### src/rtl/dmgplus_splash_loader.sv
// Validates the DMG+ ROM signature, reads the hold delay, and streams the splash image into VRAM.
// Build option: define DMGPLUS_SPLASH_SKIP_EN to add the skip input that ends the HOLD phase early.
module dmgplus_splash_loader #(
    parameter int          H_PIX    = 160,
    parameter int          V_PIX    = 144,
    parameter int          BPP      = 2,
    parameter logic [15:0] IMG_BASE = 16'h0134,
    parameter logic [15:0] DLY_ADDR = 16'h00FE
) (
    input  logic           clk_8m,
    input  logic           rst_n,
    input  logic           ena,
    input  logic           frame_start,
`ifdef DMGPLUS_SPLASH_SKIP_EN
    input  logic           skip,
`endif
    output logic [15:0]    rom_addr,
    output logic           rom_rd,
    input  logic [7:0]     rom_data,
    input  logic           rom_bsy,
    output logic           vramclk,
    output logic [15:0]    vramaddr,
    output logic [BPP-1:0] vramdata,
    output logic           vramwe,
    output logic           is_dmgplus,
    output logic           rom_read_done,
    output logic           splash_done
);

    localparam int         PPB    = 8 / BPP;
    localparam logic [7:0] X_LAST = 8'(H_PIX - 1);
    localparam logic [7:0] Y_LAST = 8'(V_PIX - 1);

    typedef enum logic [2:0] {IDLE, SIG, DLY, IMG, HOLD, DONE} state_t;
    typedef enum logic [1:0] {RD_ISSUE, RD_STROBE, RD_GAP, RD_WAIT} rd_t;

    state_t         state_reg;
    rd_t            rd_reg;
    logic [15:0]    rom_addr_reg;
    logic           rom_rd_reg;
    logic [1:0]     idx_reg;
    logic           match_reg;
    logic [15:0]    dly_reg;
    logic [15:0]    frm_reg;
    logic [15:0]    img_addr_reg;
    logic [7:0]     shift_reg;
    logic [3:0]     pix_left_reg;
    logic           last_px_reg;
    logic           hold_arm_reg;
    logic [7:0]     x_reg;
    logic [7:0]     y_reg;
    logic [15:0]    vramaddr_reg;
    logic [BPP-1:0] vramdata_reg;
    logic           vramwe_reg;
    logic           is_dmgplus_reg;
    logic           rom_read_done_reg;
    logic           splash_done_reg;

    logic [7:0]     sig_byte;
    logic [15:0]    rd_addr;
    logic           rd_active;

    always_comb begin
        sig_byte = 8'h2B;
        case (idx_reg)
            2'd0:    sig_byte = 8'h44;
            2'd1:    sig_byte = 8'h4D;
            2'd2:    sig_byte = 8'h47;
            default: sig_byte = 8'h2B;
        endcase
    end

    always_comb begin
        rd_addr = img_addr_reg;
        case (state_reg)
            SIG:     rd_addr = 16'h0100 + 16'(idx_reg);
            DLY:     rd_addr = DLY_ADDR + 16'(idx_reg);
            default: rd_addr = img_addr_reg;
        endcase
    end

    // The read engine only runs when no pixels of the current byte remain to be written.
    assign rd_active = (state_reg == SIG) || (state_reg == DLY) ||
                       ((state_reg == IMG) && (pix_left_reg == 4'd0) && !last_px_reg);

    always_ff @(posedge clk_8m or negedge rst_n) begin
        if (!rst_n) begin
            state_reg         <= IDLE;
            rd_reg            <= RD_ISSUE;
            rom_addr_reg      <= 16'h0100;
            rom_rd_reg        <= 1'b0;
            idx_reg           <= 2'd0;
            match_reg         <= 1'b1;
            dly_reg           <= 16'h0000;
            frm_reg           <= 16'h0000;
            img_addr_reg      <= IMG_BASE;
            shift_reg         <= 8'h00;
            pix_left_reg      <= 4'd0;
            last_px_reg       <= 1'b0;
            hold_arm_reg      <= 1'b0;
            x_reg             <= 8'd0;
            y_reg             <= 8'd0;
            vramaddr_reg      <= 16'h0000;
            vramdata_reg      <= '0;
            vramwe_reg        <= 1'b0;
            is_dmgplus_reg    <= 1'b1;
            rom_read_done_reg <= 1'b0;
            splash_done_reg   <= 1'b0;
        end else begin
            rom_rd_reg <= 1'b0;
            vramwe_reg <= 1'b0;
            if (rd_active) begin
                case (rd_reg)
                    RD_ISSUE: begin
                        rom_rd_reg   <= 1'b1;
                        rom_addr_reg <= rd_addr;
                        rd_reg       <= RD_STROBE;
                    end
                    RD_STROBE: rd_reg <= RD_GAP;
                    RD_GAP:    rd_reg <= RD_WAIT;
                    default: if (!rom_bsy) begin
                        rd_reg <= RD_ISSUE;
                        case (state_reg)
                            SIG: begin
                                if (rom_data != sig_byte)
                                    match_reg <= 1'b0;
                                if (idx_reg == 2'd3) begin
                                    idx_reg <= 2'd0;
                                    if (match_reg && (rom_data == sig_byte)) begin
                                        state_reg <= DLY;
                                    end else begin
                                        is_dmgplus_reg    <= 1'b0;
                                        rom_read_done_reg <= 1'b1;
                                        splash_done_reg   <= 1'b1;
                                        state_reg         <= DONE;
                                    end
                                end else begin
                                    idx_reg <= idx_reg + 2'd1;
                                end
                            end
                            DLY: begin
                                if (idx_reg == 2'd0) begin
                                    dly_reg[15:8] <= rom_data;
                                    idx_reg       <= 2'd1;
                                end else begin
                                    dly_reg[7:0]  <= rom_data;
                                    idx_reg       <= 2'd0;
                                    img_addr_reg  <= IMG_BASE;
                                    state_reg     <= IMG;
                                end
                            end
                            default: begin
                                shift_reg    <= rom_data;
                                pix_left_reg <= 4'(PPB);
                                img_addr_reg <= img_addr_reg + 16'd1;
                            end
                        endcase
                    end
                endcase
            end else begin
                case (state_reg)
                    IDLE: if (ena) begin
                        state_reg <= SIG;
                        idx_reg   <= 2'd0;
                        match_reg <= 1'b1;
                        rd_reg    <= RD_ISSUE;
                    end
                    IMG: begin
                        if (pix_left_reg != 4'd0) begin
                            vramwe_reg   <= 1'b1;
                            vramdata_reg <= shift_reg[7 -: BPP];
                            vramaddr_reg <= {y_reg, x_reg};
                            shift_reg    <= {shift_reg[7-BPP:0], {BPP{1'b0}}};
                            pix_left_reg <= pix_left_reg - 4'd1;
                            if (x_reg == X_LAST) begin
                                x_reg <= 8'd0;
                                y_reg <= y_reg + 8'd1;
                                if (y_reg == Y_LAST)
                                    last_px_reg <= 1'b1;
                            end else begin
                                x_reg <= x_reg + 8'd1;
                            end
                        end else begin
                            // One cycle after the final write: report completion.
                            last_px_reg       <= 1'b0;
                            rom_read_done_reg <= 1'b1;
                            frm_reg           <= 16'h0000;
                            hold_arm_reg      <= 1'b0;
                            if (dly_reg == 16'h0000) begin
                                splash_done_reg <= 1'b1;
                                state_reg       <= DONE;
                            end else begin
                                state_reg <= HOLD;
                            end
                        end
                    end
                    HOLD: begin
                        hold_arm_reg <= 1'b1;
`ifdef DMGPLUS_SPLASH_SKIP_EN
                        if (skip) begin
                            splash_done_reg <= 1'b1;
                            state_reg       <= DONE;
                        end else
`endif
                        if (frame_start && hold_arm_reg) begin
                            if (frm_reg + 16'd1 == dly_reg) begin
                                splash_done_reg <= 1'b1;
                                state_reg       <= DONE;
                            end else begin
                                frm_reg <= frm_reg + 16'd1;
                            end
                        end
                    end
                    default: ;
                endcase
            end
        end
    end

    assign vramclk       = clk_8m;
    assign rom_addr      = rom_addr_reg;
    assign rom_rd        = rom_rd_reg;
    assign vramaddr      = vramaddr_reg;
    assign vramdata      = vramdata_reg;
    assign vramwe        = vramwe_reg;
    assign is_dmgplus    = is_dmgplus_reg;
    assign rom_read_done = rom_read_done_reg;
    assign splash_done   = splash_done_reg;

endmodule
### config.mk
export PLATFORM = sky130hd
export DESIGN_NAME = dmgplus_splash_loader
export DESIGN_NICKNAME = d
export VERILOG_FILES = /design/src/rtl/dmgplus_splash_loader.sv
export SDC_FILE = /design/constraint.sdc
export NUM_CORES = 1
export LEC_CHECK = 0
export ABC_AREA = 1
export CORE_MARGIN = 2
export CORE_UTILIZATION = 30
export CTS_CLUSTER_SIZE = 16
export DETAILED_ROUTE_END_ITERATION = 7
export HOLD_SLACK_MARGIN = 0.03
export REMOVE_ABC_BUFFERS = 1
export SLEW_MARGIN = 10
export SYNTH_ARGS = -nofsm -noshare
export SYNTH_HDL_FRONTEND = slang
export SYNTH_SLANG_ARGS = --single-unit
### constraint.sdc
create_clock -name clk_8m -period 4.15 [get_ports clk_8m]
set_clock_uncertainty 0.2 [all_clocks]
set_input_delay 1.0375 -clock clk_8m [delete_from_list [all_inputs] [get_ports clk_8m]]
set_output_delay 1.0375 -clock clk_8m [all_outputs]
set_load 0.05 [all_outputs]
Word level (Yosys, flattened, before mapping)
Index checks and enable logic that the tools add are counted.

word-level totals
  register bits = 125
  bits of input ports = 13
  logic and storage cells = 188

operators by class
  add/subtract/negate cells = 8
  equality and inequality tests = 37
  mux-type cells = 76
  bitwise operators = 6
  reductions and logical operators = 39

operators by type and width
  kind                                            count
  case mux 16 bit (2 select lines)                3
  2-to-1 mux 16 bit                               4
  2-to-1 mux 8 bit                                7
  adder 16 x 1 -> 16 bit (second input constant)  2
  2-to-1 mux 1 bit                                31
  2-to-1 mux 3 bit                                10
  AND reduction 5 bit                             6
  2-to-1 mux 4 bit                                6
  case mux 7 bit (3 select lines)                 1
  AND reduction 10 bit                            2
  != test 2 bit (second input constant)           9
  adder 8 x 1 -> 8 bit (second input constant)    2
  equality test 16 bit                            1
  equality test 8 bit (second input constant)     2
  zero test 16 bit                                1
  2-to-1 mux 2 bit                                8
  != test 3 bit (second input constant)           5
  AND reduction 6 bit                             2
  adder 9 x 2 -> 10 bit (first input constant)    1
  != test 2 x 1 -> 1 bit (second input constant)  5
  nonzero test 2 bit                              5
  adder 8 x 2 -> 9 bit (first input constant)     1
  case mux 3 bit (3 select lines)                 1
  AND reduction 3 bit                             3
  other kinds (30)                                48

Depth between registers and ports, before layout
Gate-level depths: netlist (run 1).

  depth in word-level cells = 10
  depth in mapped cells = 15
  gate-level depth less buffers = 15

==> results of run 1 <==
[layout make-up]
cell class                 count  area (µm²)
sequential                   125        3140
clock buffer                  21         509
fill                        2265       13700
multi-input combinational    565        3080
timing repair buffer          54         543
tap                          280         350
inverter                     108         409
clock inverter                15         148
[cells in the mapped netlist (8+ instances only)]
master,number
nand2_1,191
o21ai_0,59
a21oi_1,19
inv_1,98
o211ai_1,8
nand2_2,28
xor2_1,15
o21ai_1,11
dfrtp_1,118
nand3_1,49
nor3_1,13
a31oi_1,9
nor2_4,8
nand4_1,26
nor2_1,58
ha_1,14
[through the flow]
step	cell area [µm²]	total power, mW	hold slack, ns	utilization (%)
finish	8170	4.48	0.274	37.3
floorplan	6620	2.47	0.252	-
global route	8170	4.77	0.293	37.3
global placement	7530	2.93	0.255	34.4
detailed placement	7530	2.94	0.259	34.4
CTS	8170	4.52	0.279	37.3
[worst min-delay path by stage]
stage,end,startpoint,slack [ns],depth (start not counted)
after floorplan,img_addr_reg[15]$_DFFE_PN0P_,img_addr_reg[15]$_DFFE_PN0P_,0.25,2
after global placement,splash_done$_DFFE_PN0P_,splash_done$_DFFE_PN0P_,0.25,2
after detailed placement,rom_read_done$_DFFE_PN0P_,rom_read_done$_DFFE_PN0P_,0.26,2
after CTS,rom_read_done$_DFFE_PN0P_,rom_read_done$_DFFE_PN0P_,0.28,2
after global routing,rom_addr[8]$_DFFE_PN1P_,rom_addr[8]$_DFFE_PN1P_,0.29,2
final,rom_read_done$_DFFE_PN0P_,rom_read_done$_DFFE_PN0P_,0.27,2
[what timing repair did]
item,4_1_cts,5_1_grt
resized for setup,1,0
endpoints found under the hold margin,0,0
setup endpoints to repair,1,0
[metal layers]
layer	global-route usage, %	wire, µm	vias up
met5	0	0	-
li1	-	-	2799
met2	22.6	7570	125
met3	3.83	801	12
met4	4.67	133	0
met1	21.1	8030	2638
[power by group through the flow]
stage	registers [mW]	logic [mW]	clock network, mW
finish	1.53	1.32	1.62
global route	1.55	1.49	1.73
CTS	1.53	1.33	1.66
detailed placement	1.55	1.33	0.0556
global placement	1.55	1.32	0.0556
floorplan	1.71	0.751	0
[worst max-delay path: cells and delay by family]
| kind | cells | cell delay (ns) |
|---|---|---|
| buffers and inverters | 3 | 0.65 |
[kinds of logic after synthesis]
group / synth area share [%]
flip-flops: 46.7
adder cells (fa/ha/maj): 2.61
AND/OR/NAND/NOR: 29.9
XOR/XNOR: 2.44
AO/OA/AOI/OAI: 10.8
buffers and inverters: 7.54
==> metrics.yaml, run 1 <==
slowest_stage: "dlygate4sd2_1"
synth_ff_type: "dfrtp_1"
ys_seq_area_share_pct: 46.7
r2r_cells: 10
io_pins: 53
netlist.area_leader.share_pct: 43.9
tightest_slew_ns: 0.745
layout_commonest_cell: "nand2_1"
synth_top_area_cell: "dfrtp_1"
cts_setup_buffers: 0
syn-cell-area_mm2: 0.00672
core_region_area_mm2: 0.0219
ctsHoldBuffers: 0
grt_max_degree: 57
slowest_delay_ns: 0.41
track_usage_pct: 15.0
final_nets: 902
row_count: 54
netlist_top_cells_area: "dfrtp_1, nand2_1, inv_1, o21ai_0, nand3_1"
final_layout_size_suffix_gt1_share_pct: 13.5
dp_hpwl_mm: 12.1
worstSetupEndpointType: "output port"
grt_pass1_vias: 5409
ys_warn_count: 0
p_int_mw: 2.74
antenna_found_initial: 0
routed_wl_mm: 16.5
drv_cap: 0
synthCells: 814
port_buffers: 52
setup_violations: 0
rsz0062_at_grt: "no"
p_switching_mw: 1.74
grt-ovfl-total: 0
drt-vias-per-instance: 4.77
p_seq_share_pct: 34.1
endpoint: "vramclk"
vias: 5574
clock_latency_ns: 0.55
hold_violations: 0
power_leakage_nw: 3.73
combinationalPowerShare_pct: 29.6
p_sw_share_pct: 38.9
gp_congestion: 0.841
cp_data_required_time_ns: 2.91
dr.pass1.iters: 8
slew_headroom_pct: 50.3
critPathMostFrequentCell: "clkbuf_16"
post-route-drc-count: 0
post-place-ws_ns: 0.165
worstReg2RegStart: "pix_left_reg[0]$_DFFE_PN0P_"
yosys_register_bits: 125
reg2reg_to: "rom_addr[14]$_DFFE_PN0P_"
drtIter0Drc: 306
avgSynthCellArea_um2: 8.26
critical_path_class: "clk -> out"
vdd_drop_max_uv: 236
grt_pass1_wl_mm: 28.2
area_growth_syn_to_layout_pct: 21.6
die_w_um: 154
start_util_pct: 30.7
status: "complete, no violations"
cp-startpoint: "clk_8m"
setup_tns_ns: 0
synthArstFlopShare_pct: 100
diodes: 0
start_kind: "clock port"
cp_max_fo: 2
p_per_area_mw_per_mm2: 548
path_clk_slew_ns: 0.06
hold_path.class: "reg -> reg"
wl_per_cell_um: 14.2
critPathArrivalTime_ns: 2.73
ys_types: 50
clockPowerShare_pct: 36.3
die_y_um: 154
reg2reg_slack_ns: 1.16
dp.cells: 1133
slew_viol_final: 0
layout.cells.non_filler: 1168
tritoncts: "yes"
synth_edf_count: 0
crit_chain: "clkbuf_16 -> clkbuf_16 -> dlygate4sd2_1"
setup_ws_ns: 0.182
ant_nets: 0
layout_common_cells: "nand2_1, dfrtp_1, inv_1, o21ai_0, nor2_1"
die_area_mm2: 0.0236
(Power assumes the default switching activity.)
==> run 2, diff against run 1 <==
--- a/config.mk
+++ b/config.mk
@@ -11,6 +11,7 @@
 export CTS_CLUSTER_SIZE = 16
 export DETAILED_ROUTE_END_ITERATION = 7
 export HOLD_SLACK_MARGIN = 0.03
+export PLACE_DENSITY = 0.46
 export REMOVE_ABC_BUFFERS = 1
 export SLEW_MARGIN = 10
 export SYNTH_ARGS = -nofsm -noshare
==> run 2 against run 1 <==
Sequential share of layout area decreased by 0.19 points. Count of clock-buffer cells in the layout unchanged. Die area unchanged. Highest routed layer unchanged. Largest power group unchanged. Critical endpoint unchanged. Global-route usage increased by 0.22 points.
==> metrics.yaml, run 2 (synthesized netlist as in run 1, its figures left out) <==
core_region_area_mm2: 0.0219  # unchanged
post-route-drc-count: 0  # unchanged
setup_violations: 0  # unchanged
setup_tns_ns: 0  # unchanged
layout.cells.non_filler: 1167  # -0.086%
whs_endpoint: "rom_read_done$_DFFE_PN0P_"
worstReg2RegStart: "pix_left_reg[0]$_DFFE_PN0P_"
grt_pass1_wl_mm: 28.7  # +1.6%
ant_nets: 0  # unchanged
hold_path_depth: 2  # unchanged
ctsResizeCount: 1  # unchanged
drt-vias-per-instance: 4.71  # -1.3%
die_y_um: 154  # unchanged
crit_chain: "clkbuf_16 -> clkbuf_16 -> dlygate4sd2_1"
area_growth_syn_to_layout_pct: 22.2
slowest_delay_ns: 0.41  # about the same
rsz0062_at_grt: "no"
ctsHoldBuffers: 0  # unchanged
p_per_area_mw_per_mm2: 560  # +2.1%
die_w_um: 154  # unchanged
port_buffers: 52  # unchanged
worstSetupEndpointType: "output port"
clock_latency_ns: 0.53  # -0.02 ns
min_from: "rom_read_done$_DFFE_PN0P_"
reg2reg_slack_ns: 1.03  # -0.13 ns
grt_pass1_vias: 5471  # +1.1%
start_util_pct: 30.7  # unchanged
drtIter0Drc: 276  # -9.8%
io_pins: 53  # unchanged
crit_cells: 3  # unchanged
tritoncts: "yes"
hold_path.class: "reg -> reg"
layout_commonest_cell: "nand2_1"
grt-ovfl-total: 0  # unchanged
dr.pass1.iters: 4  # -4
grt_max_degree: 69  # +21%
dp.cells: 1132  # -0.088%
slowest_stage: "dlygate4sd2_1"
power_leakage_nw: 3.76  # +0.66%
track_usage_pct: 15.2  # +0.22 points
wl_per_cell_um: 14.7  # +4.0%
reg2reg_to: "rom_addr[14]$_DFFE_PN0P_"
routed_wl_mm: 17.2  # +3.9%
row_count: 54  # unchanged
final_nets: 901  # -0.11%
path_delay_family: "buffers and inverters"
vias: 5495  # -1.4%
cp_max_fo: 2  # unchanged
cts_setup_buffers: 0  # unchanged
status: "complete, no violations"
path_buf_inv: 3  # unchanged
start_kind: "clock port"
layout_common_cells: "nand2_1, dfrtp_1, inv_1, o21ai_0, nor2_1"
final_layout_size_suffix_gt1_share_pct: 13.4  # -0.098 points
slew_viol_final: 0  # unchanged
cp_data_required_time_ns: 2.91  # about the same
tightest_slew_ns: 0.655  # -0.0908 ns
slew_headroom_pct: 56.4  # +6.1 points
r2r_cells: 10  # unchanged
dp_hpwl_mm: 12.5  # +3.4%
vdd_drop_max_uv: 443  # +88%
drv_cap: 0  # unchanged
die_area_mm2: 0.0236  # unchanged
gp_congestion: 0.832  # -1.0%
nFillCells: 2337  # +3.2%
p_total_mw: 4.60  # +2.6%
critical_path_class: "clk -> out"
critPathMostFrequentCell: "clkbuf_16"
critPathArrivalTime_ns: 2.73  # about the same
postLayoutCoreUtil_pct: 37.5  # +0.18 points
antenna_found_initial: 0  # unchanged
path_clk_slew_ns: 0.07  # about the same
diodes: 0  # unchanged
hold_violations: 0  # unchanged
## run 2: worst max-delay path by stage
| stage | from | endpoint | slack, ns |
|---|---|---|---|
| global placement | clk_8m | vramclk | 0.17 |
| finish | clk_8m | vramclk | 0.18 |
| detailed placement | clk_8m | vramclk | 0.17 |
| global route | clk_8m | vramclk | 0.17 |
| floorplan | clk_8m | vramclk | 0.84 |
| CTS | clk_8m | vramclk | 0.18 |
## run 2: layer usage
layer	global-route usage, %	routed length (µm)
met1	20.6	8420
met2	24.3	8060
met3	3.27	464
met4	5.07	234
met5	0	0
## run 2: report_power, final
group | switching [mW] | leakage (nW) | internal [mW] | total [mW]
clock | 0.731 | 0.342 | 1.00 | 1.73
sequential | 0.113 | 1.59 | 1.41 | 1.52
combinational | 0.939 | 1.83 | 0.403 | 1.34
total | 1.78 | 3.76 | 2.81 | 4.60
## run 2: area by class of cell
class	count	area, µm²	area share, %
clock buffer	21	509	6.20
inverter	108	409	4.98
sequential	125	3140	38.2
multi-input combinational	565	3080	37.5
clock inverter	15	191	2.33
timing repair buffer	53	539	6.57
tap	280	350	4.27
## run 2: through the flow
stage	area, µm²	hold slack (ns)	worst slack (ns)
floorplan	6620	0.252	0.838
global placement	7520	0.255	0.165
detailed placement	7520	0.254	0.165
CTS	8210	0.280	0.180
global route	8210	0.305	0.174
finish	8210	0.275	0.184
## run 2: worst min-delay path: cells and delay by family (launching register included)
kind	cells	cell delay, ns
DFF	1	0.35
and+or+nand+nor	1	0.05
buffers and inverters	1	0.04
